### config.mk
export PLATFORM = sky130hd
export DESIGN_NAME = reset_sequencer
export DESIGN_NICKNAME = d
export VERILOG_FILES = /design/src/rtl/reset_sequencer.sv
export SDC_FILE = /design/constraint.sdc
export NUM_CORES = 1
export LEC_CHECK = 0
export CORE_AREA = 10 10 68 126
export CTS_CLUSTER_DIAMETER = 150
export DETAILED_ROUTE_END_ITERATION = 12
export DIE_AREA = 0 0 78 136
export SKIP_CTS_REPAIR_TIMING = 1
export SYNTH_ARGS = -nofsm -noshare
export SYNTH_HDL_FRONTEND = slang
export SYNTH_SLANG_ARGS = --single-unit
### constraint.sdc
create_clock -name iCLK -period 2.9 [get_ports iCLK]
set_clock_uncertainty 0.15 [all_clocks]
set_input_delay 0.29 -clock iCLK [delete_from_list [all_inputs] [get_ports iCLK]]
set_output_delay 0.29 -clock iCLK [all_outputs]
set_load 0.005 [all_outputs]
### src/rtl/reset_sequencer.sv
// reset_sequencer: releases N_STAGES active-low resets in order, each after its own delay and the previous stage's ack.
// All outputs registered; no backpressure. RSTSEQ_RETRY_EN enables re-releasing a timed-out stage up to MAX_RETRY times.
module reset_sequencer #(
  parameter int                        N_STAGES  = 5,
  parameter int                        CNT_W     = 26,
  parameter logic [N_STAGES*CNT_W-1:0] STAGE_DLY = {N_STAGES{CNT_W'(2097152)}},
  parameter logic [CNT_W-1:0]          TIMEOUT   = CNT_W'(33554431)
`ifdef RSTSEQ_RETRY_EN
  ,
  parameter int                        MAX_RETRY = 2
`endif
) (
  input  logic                iCLK,
  input  logic                iRST,
  input  logic                iSOFT_RST,
  input  logic [N_STAGES-1:0] iACK,
  output logic [N_STAGES-1:0] oRST,
  output logic [2:0]          oSTAGE,
  output logic                oDONE,
  output logic                oERR
);

  typedef enum logic [2:0] {S_HOLD, S_DELAY, S_WAIT, S_DONE, S_ERR} state_t;

  localparam logic [CNT_W-1:0] ONE    = CNT_W'(1);
  localparam logic [2:0]       LAST_K = 3'(N_STAGES - 1);

  state_t              r_state;
  logic [CNT_W-1:0]    r_cnt;
  logic [2:0]          r_k;
  logic [N_STAGES-1:0] r_rst;
  logic                r_done;
  logic                r_err;

  logic [CNT_W-1:0]    w_dly [8];
  logic [7:0]          w_ack;
  logic [N_STAGES-1:0] w_sel;
  logic [CNT_W-1:0]    w_dly_last;
  logic [CNT_W-1:0]    w_cnt_inc;
  logic                w_dly_hit;
  logic                w_tmo;

`ifdef RSTSEQ_RETRY_EN
  localparam int R_W = (MAX_RETRY < 1) ? 1 : $clog2(MAX_RETRY + 1);
  logic [R_W-1:0] r_retry;
`endif

  // Pad per-stage tables to 8 entries so the 3-bit stage index never selects out of range
  for (genvar g = 0; g < 8; g++) begin : g_pad
    if (g < N_STAGES) begin : g_on
      assign w_dly[g] = STAGE_DLY[g*CNT_W +: CNT_W];
      assign w_ack[g] = iACK[g];
    end else begin : g_off
      assign w_dly[g] = '0;
      assign w_ack[g] = 1'b0;
    end
  end

  for (genvar g = 0; g < N_STAGES; g++) begin : g_sel
    assign w_sel[g] = (r_k == 3'(g));
  end

  // A programmed delay of zero behaves like a one-cycle delay
  assign w_dly_last = (w_dly[r_k] == '0) ? '0 : (w_dly[r_k] - ONE);
  assign w_dly_hit  = (r_cnt == w_dly_last);
  assign w_tmo      = (TIMEOUT != '0) && (r_cnt == (TIMEOUT - ONE));
  assign w_cnt_inc  = (r_cnt == '1) ? r_cnt : (r_cnt + ONE);

  always_ff @(posedge iCLK or negedge iRST) begin
    if (!iRST) begin
      r_state <= S_HOLD;
      r_cnt   <= '0;
      r_k     <= '0;
      r_rst   <= '0;
      r_done  <= 1'b0;
      r_err   <= 1'b0;
`ifdef RSTSEQ_RETRY_EN
      r_retry <= '0;
`endif
    end else if (iSOFT_RST) begin
      r_state <= S_HOLD;
      r_cnt   <= '0;
      r_k     <= '0;
      r_rst   <= '0;
      r_done  <= 1'b0;
      r_err   <= 1'b0;
`ifdef RSTSEQ_RETRY_EN
      r_retry <= '0;
`endif
    end else begin
      case (r_state)
        S_HOLD: begin
          r_state <= S_DELAY;
          r_cnt   <= '0;
        end
        S_DELAY: begin
          if (w_dly_hit) begin
            r_rst   <= r_rst | w_sel;
            r_cnt   <= '0;
            r_state <= S_WAIT;
          end else begin
            r_cnt <= w_cnt_inc;
          end
        end
        S_WAIT: begin
          if (w_ack[r_k]) begin
            if (r_k == LAST_K) begin
              r_done  <= 1'b1;
              r_state <= S_DONE;
            end else begin
              r_k     <= r_k + 3'd1;
              r_cnt   <= '0;
              r_state <= S_DELAY;
`ifdef RSTSEQ_RETRY_EN
              r_retry <= '0;
`endif
            end
          end else if (w_tmo) begin
`ifdef RSTSEQ_RETRY_EN
            if (r_retry < R_W'(MAX_RETRY)) begin
              r_retry <= r_retry + 1'b1;
              r_rst   <= r_rst & ~w_sel;
              r_cnt   <= '0;
              r_state <= S_DELAY;
            end else begin
              r_err   <= 1'b1;
              r_rst   <= '0;
              r_done  <= 1'b0;
              r_state <= S_ERR;
            end
`else
            r_err   <= 1'b1;
            r_rst   <= '0;
            r_done  <= 1'b0;
            r_state <= S_ERR;
`endif
          end else begin
            r_cnt <= w_cnt_inc;
          end
        end
        S_DONE, S_ERR: begin
          r_state <= r_state;
        end
        default: begin
          r_state <= S_HOLD;
        end
      endcase
    end
  end

  assign oRST   = r_rst;
  assign oSTAGE = r_k;
  assign oDONE  = r_done;
  assign oERR   = r_err;

endmodule

# --- Word level (Yosys, flattened, before mapping) ---
# Memory sizes are Yosys's and may differ from the RTL's.
# Index checks and enable logic that the tools add are counted.
op_classes:
  add_sub_neg: 3
  n_lt_le_gt_ge: 2
  n_eq_ne: 21
  mux: 36
  bitwise: 2
  n_reduce_logical: 16
op_table:
  columns: ["operator", "count"]
  rows:
  - ["2-to-1 mux 26 bit", 9]
  - ["case mux 26 bit (3 select lines)", 1]
  - ["adder 26 x 1 -> 26 bit, second input constant", 1]
  - ["equality test 26 x 25 -> 1 bit, second input constant", 1]
  - ["equality test 26 bit", 1]
  - ["equality test 26 bit, second input constant", 1]
  - ["logical NOT 26 bit", 1]
  - ["subtractor 26 x 1 -> 26 bit, second input constant", 1]
  - ["2-to-1 mux 3 bit", 8]
  - ["2-to-1 mux 5 bit", 4]
  - ["AND reduction 3 bit", 5]
  - ["equality test 3 x 2 -> 1 bit, second input constant", 4]
  - ["inequality test 3 bit, second input constant", 4]
  - ["inequality test 4 bit, second input constant", 3]
  - ["case mux 3 bit (4 select lines)", 1]
  - ["2-to-1 mux 1 bit", 10]
  - ["case mux 5 bit (2 select lines)", 1]
  - ["equality test 3 x 1 -> 1 bit, second input constant", 2]
  - ["equality test 3 bit, second input constant", 2]
  - ["logical NOT 3 bit", 2]
  - ["inequality test 2 bit, second input constant", 3]
  - ["nonzero test 2 bit", 3]
  - ["nonzero test 3 bit", 2]
  - ["OR 5 bit", 1]
  - ["other kinds (9)", 9]
totals:
  ff_bits: 39
  mem_bits_ro: 208
  input_bits: 8
  out_inout_bits: 10
  wordCells: 87
  memories: 1
mem_list:
  columns: ["name", "words", "width", "rd", "rd_ports_with_merged_regs", "wr", "line_no", "source"]
  rows:
  - ["(name not given)", 8, 26, 1, 0, 0, "64", "assign w_dly_last = (w_dly[r_k] == '0) ? '0 : (w_dly[r_k] - ONE);"]

# --- Logic depth before layout (Yosys ltp) ---
# Gate-level depths: netlist of run 1.
depth:
  word_depth: 10
  depth_mapped: 10
  ltp_nobuf: 8

# --- Worst setup path before layout of run 1 ---
# No wires, ideal clock.
synth_timing:
  path_type: "register -> register"
  start: "reg r_k[1] (netlist: oSTAGE[1])"
  end: "reg r_cnt[23]"
  setup_ns: 0.130
  arrival_time_ns: 2.199
  t_required_ns: 2.620
  setup_slack_ns: 0.421
  stages_incl_launch_ff: 11
  path_buffers: 2
  synth_period_minus_slack_ns: 2.479
  cell_sequence: "dfrtp_1 > clkbuf_1 > inv_1 > ha_1 > nor2b_1 > and3_1 > o21a_1 > o211ai_4 > clkbuf_1 > a41oi_1 > o31ai_1"
synth_via:
  elab_chain_cells: 10
  elab_cells_between_ends: 18
synth_lines:
  columns: ["element", "line_no", "source"]
  rows:
  - ["from (decl)", "30", "logic [2:0] r_k;"]
  - ["from (signal assigned)", "111", "r_k <= r_k + 3'd1;"]
  - ["NOT 3 -> 4 bit (not written as such)", "64", null]
  - ["memory read (8 x 26 bit)", null, null]
  - ["2-to-1 mux 26 bit (not written as such) (2 in series)", "64", null]
  - ["subtractor 26 x 1 -> 26 bit / logical NOT 26 bit (equally long branches)", "64", null]
  - ["2-to-1 mux 26 bit", "64", null]
  - ["equality test 26 bit", "65", "assign w_dly_hit = (r_cnt == w_dly_last);"]
  - ["2-to-1 mux 26 bit", "97", "if (w_dly_hit) begin"]
  - ["case mux 26 bit (3 select lines)", "91", "case (r_state)"]
  - ["2-to-1 mux 26 bit", "80", "end else if (iSOFT_RST) begin"]
  - ["to (signal assigned)", "102", "r_cnt <= w_cnt_inc;"]
  - ["to (signal assigned)", "138", "r_cnt <= w_cnt_inc;"]
  - ["to (decl)", "29", "logic [CNT_W-1:0] r_cnt;"]
# Parallel ways exist; a longest one is shown, timed or not. The select of a mux whose other input is x is not followed.
# A chain may end at the register's enable or synchronous reset.

# --- Worst setup path in the final report of run 1 ---
layout_timing:
  start: "reg r_k[0] (netlist: oSTAGE[0])"
  end: "reg r_cnt[14]"
# The elaborated chain is that of the path after synthesis.

==> flow_metrics.tcl, run 1 <==
set metrics [dict create \
    synth_common_cells "39 x sky130_fd_sc_hd__dfrtp_1, 21 x sky130_fd_sc_hd__inv_1, 20 x sky130_fd_sc_hd__nor2_1, 16 x sky130_fd_sc_hd__nand2_1, 15 x sky130_fd_sc_hd__nand3_1" \
    ir_worst_vdd_mv 0.2824 \
    areaGrowthSynthToFinish_pct 12.76 \
    finalCritPeriodShare_pct 91.51 \
    worst_case_reg_to_reg_path_depth 8 \
    path_class "reg -> reg" \
    globalplace.congestion 0.8412 \
    pwr_density_cell_nw_per_um2 452.1 \
    synthesis.area_per_instance_um2 9.234 \
    avgViaCountPerCell 6.389 \
    max-cap-violations 0 \
    failing_checks "hold timing" \
    fillers 668 \
    yosysSeqAreaShare_pct 34.32 \
    worst_pin_slew_ns 0.9195 \
    holdCritPathClass "in -> async" \
    post_synth_num_cell_types 67 \
    tritoncts_clock_tree "done" \
    clockRootBuffer "sky130_fd_sc_hd__clkbuf_16" \
    dr_total_vias 2626 \
    global_route_wire_length_before_repair_um 13590 \
    r2r_end "r_cnt[14]" \
    dieWidth_um 78 \
    critPathMaxFanout 12 \
    synth-seq-cells 39 \
    hold_viol_final 22 \
    synthDominantAreaCellType "sky130_fd_sc_hd__dfrtp_1" \
    cts_inserted_buffers 5 \
    numPortBuffers 17 \
    antenna_found_initial 0 \
    number_of_core_rows 42 \
    timing.max_slew.rel_slack_pct 38.70 \
    detail-route-antenna-nets 0 \
    preCtsSetupSlack_ns 0.06401 \
    end_kind "flip-flop" \
    cts.reportedPaths.clkPinSlew_ns 0.06 \
    arrival_ns 2.69 \
    setup_viol 0 \
    asyncSetResetFlopFracSynth_pct 100.0 \
    total_wirelength_um 8329 \
    worst_slack_ns 0.2462 \
    synth_largest_type_area_fraction_pct 34.32 \
    worst-endpoint-required_ns 2.93 \
    hold_slack_ns -0.03435 \
    worst_r2r_start "oSTAGE[0]" \
    first_pass_iters 4 \
    number_of_h_tree_branching_levels 2 \
    num_antenna_cells 0 \
    maxSlewViolCount 0 \
    ys_warn_count 0 \
    start_util_pct 43.30 \
    cts_sinks 39 \
    globalRouteTotalUtil_pct 15.90 \
    timing.critical_path.from_type "flip-flop" \
    rsz0062_at_grt "false" \
    die_height_um 136 \
    post-synth-top-count-cell "sky130_fd_sc_hd__dfrtp_1" \
    route.detailed.drc 0 \
    final.setup.tns_ns 0 \
    status "complete, but fails checks" \
    first_global_vias 2639 \
    clk_latency_ns 0.29 \
    pin_count_of_the_biggest_net_entering_global_routing 40 \
    drt_first_iter_violations 125 \
    clock_tree.buffer_depth 2 \
    top_reg_cell_synth "sky130_fd_sc_hd__dfrtp_1" \
    max_freq_mhz 376.8 \
    placeableCoreArea_um2 6569 \
    finalNetCount 337 \
    drive_above_1_share_pct 15.17 \
    static-leakage-power_nw 1.166 \
    grt_overflow_total 0 \
    synth_edf_count 0 \
    synth.net_count 323 \
    synthesis.instances 308 \
    worst-r2r-setup-slack_ns 0.25 \
    synth_top_area_cells "sky130_fd_sc_hd__dfrtp_1 34%, sky130_fd_sc_hd__a31oi_1 3.1%, sky130_fd_sc_hd__a32oi_1 3.1%" \
    dpl.hpwl_um 6037 \
    post_synth_instance_area_um2 2844 \
    final_period_minus_worst_setup_slack_ns 2.654 \
    design.portCount 18 \
    routed_wire_length_per_instance_um 20.27 \
    floorplan.die_area_um2 10610 \
]
## sequential cells by signal (all words and copies together) (netlist names)
| register | count |
|---|---|
| r_state | 3 |
| oRST | 5 |
| oDONE | 1 |
| oSTAGE | 3 |
| r_cnt | 26 |
| oERR | 1 |
## placed cells by master, fill, tap and decap left out, drive strengths merged, types with 10 or more instances in the layout
master	instances
dfrtp	39
inv	22
nor2	20
nand2	17
nand3	17
clkdlybuf4s50	16
nand4	15
a31oi	15
a21oi	13
o21ai	11
a32oi	10
o211ai	10
## cell type report
class | count | area [µm²] | share of cell area (%)
timing repair buffer | 24 | 217.7 | 6.789
clock inverter | 3 | 20.02 | 0.6243
multi-input combinational | 230 | 1675 | 52.24
clock buffer | 5 | 125.1 | 3.902
inverter | 22 | 82.58 | 2.575
tap | 88 | 110.1 | 3.433
sequential | 39 | 975.9 | 30.43
## worst max-delay path, cell delays in order, from the launching register on
cell and delay, ns:
sky130_fd_sc_hd__dfrtp_1 0.47, sky130_fd_sc_hd__inv_1 0.13, sky130_fd_sc_hd__ha_1 0.30, sky130_fd_sc_hd__nand2_1 0.16, sky130_fd_sc_hd__o31ai_1 0.09, sky130_fd_sc_hd__a21oi_1 0.27
sky130_fd_sc_hd__a21o_1 0.34, sky130_fd_sc_hd__nand3_4 0.28, sky130_fd_sc_hd__o41ai_1 0.36
## power by group
part	leakage [nW]	internal [mW]	switching (mW)	total (mW)
Sequential	0.539	0.563	0.0277	0.591
Clock	0.0658	0.317	0.240	0.557
Combinational	0.561	0.108	0.193	0.302
## per-stage QoR
stage	instance area [µm²]	util, %	power [mW]	instances	hold WS, ns
CTS	3194	48.63	1.455	410	0.01599
floorplan	2844	-	0.8025	308	-0.1556
global placement	3049	46.42	0.8889	402	0.3287
detailed placement	3049	46.42	0.8927	402	0.3294
global route	3207	48.82	1.507	411	0.05793
finish	3207	48.82	1.450	411	-0.03435
## worst max path at each step
stage,from,to,slack [ns],cells after the start
after floorplan,oSTAGE[1],r_cnt[23],0.42,10
after global placement,oSTAGE[0],r_cnt[14],0.15,8
after detailed placement,oSTAGE[0],r_cnt[12],0.06,8
after CTS,oSTAGE[0],r_cnt[14],0.05,8
after global routing,oSTAGE[0],r_cnt[1],0.09,9
final,oSTAGE[0],r_cnt[14],0.25,8
## logic make-up (layout without fill, tap and decap cells)
logic type	after synthesis	in the layout	share of synthesized area (%)
DFF	39	39	34.32
muxes	5	5	2.024
xor gates and xnor gates	1	1	0.3080
adders and majority gates	7	7	3.079
and+or+nand+nor	116	117	24.68
AOI/OAI and AO/OA	100	100	28.38
buffers and inverters	40	54	7.215
## per-layer routing
layer,vias to the layer above,wire length (µm),share of wire (%),track usage [%]
li1,1234,-,-,-
met5,-,0,0,0
met3,25,256,3.1,2.910
met2,58,4706,57,30.49
met1,1309,2993,36,15.56
met4,0,373,4.5,8.116
(Power assumes the default switching activity.)
==> inputs of run 2 (changes only) <==
GPL_ROUTABILITY_DRIVEN = 0   (was unset)
==> results of run 2 <==
The final DEF is identical to that of run 1; final timing and power are the same.
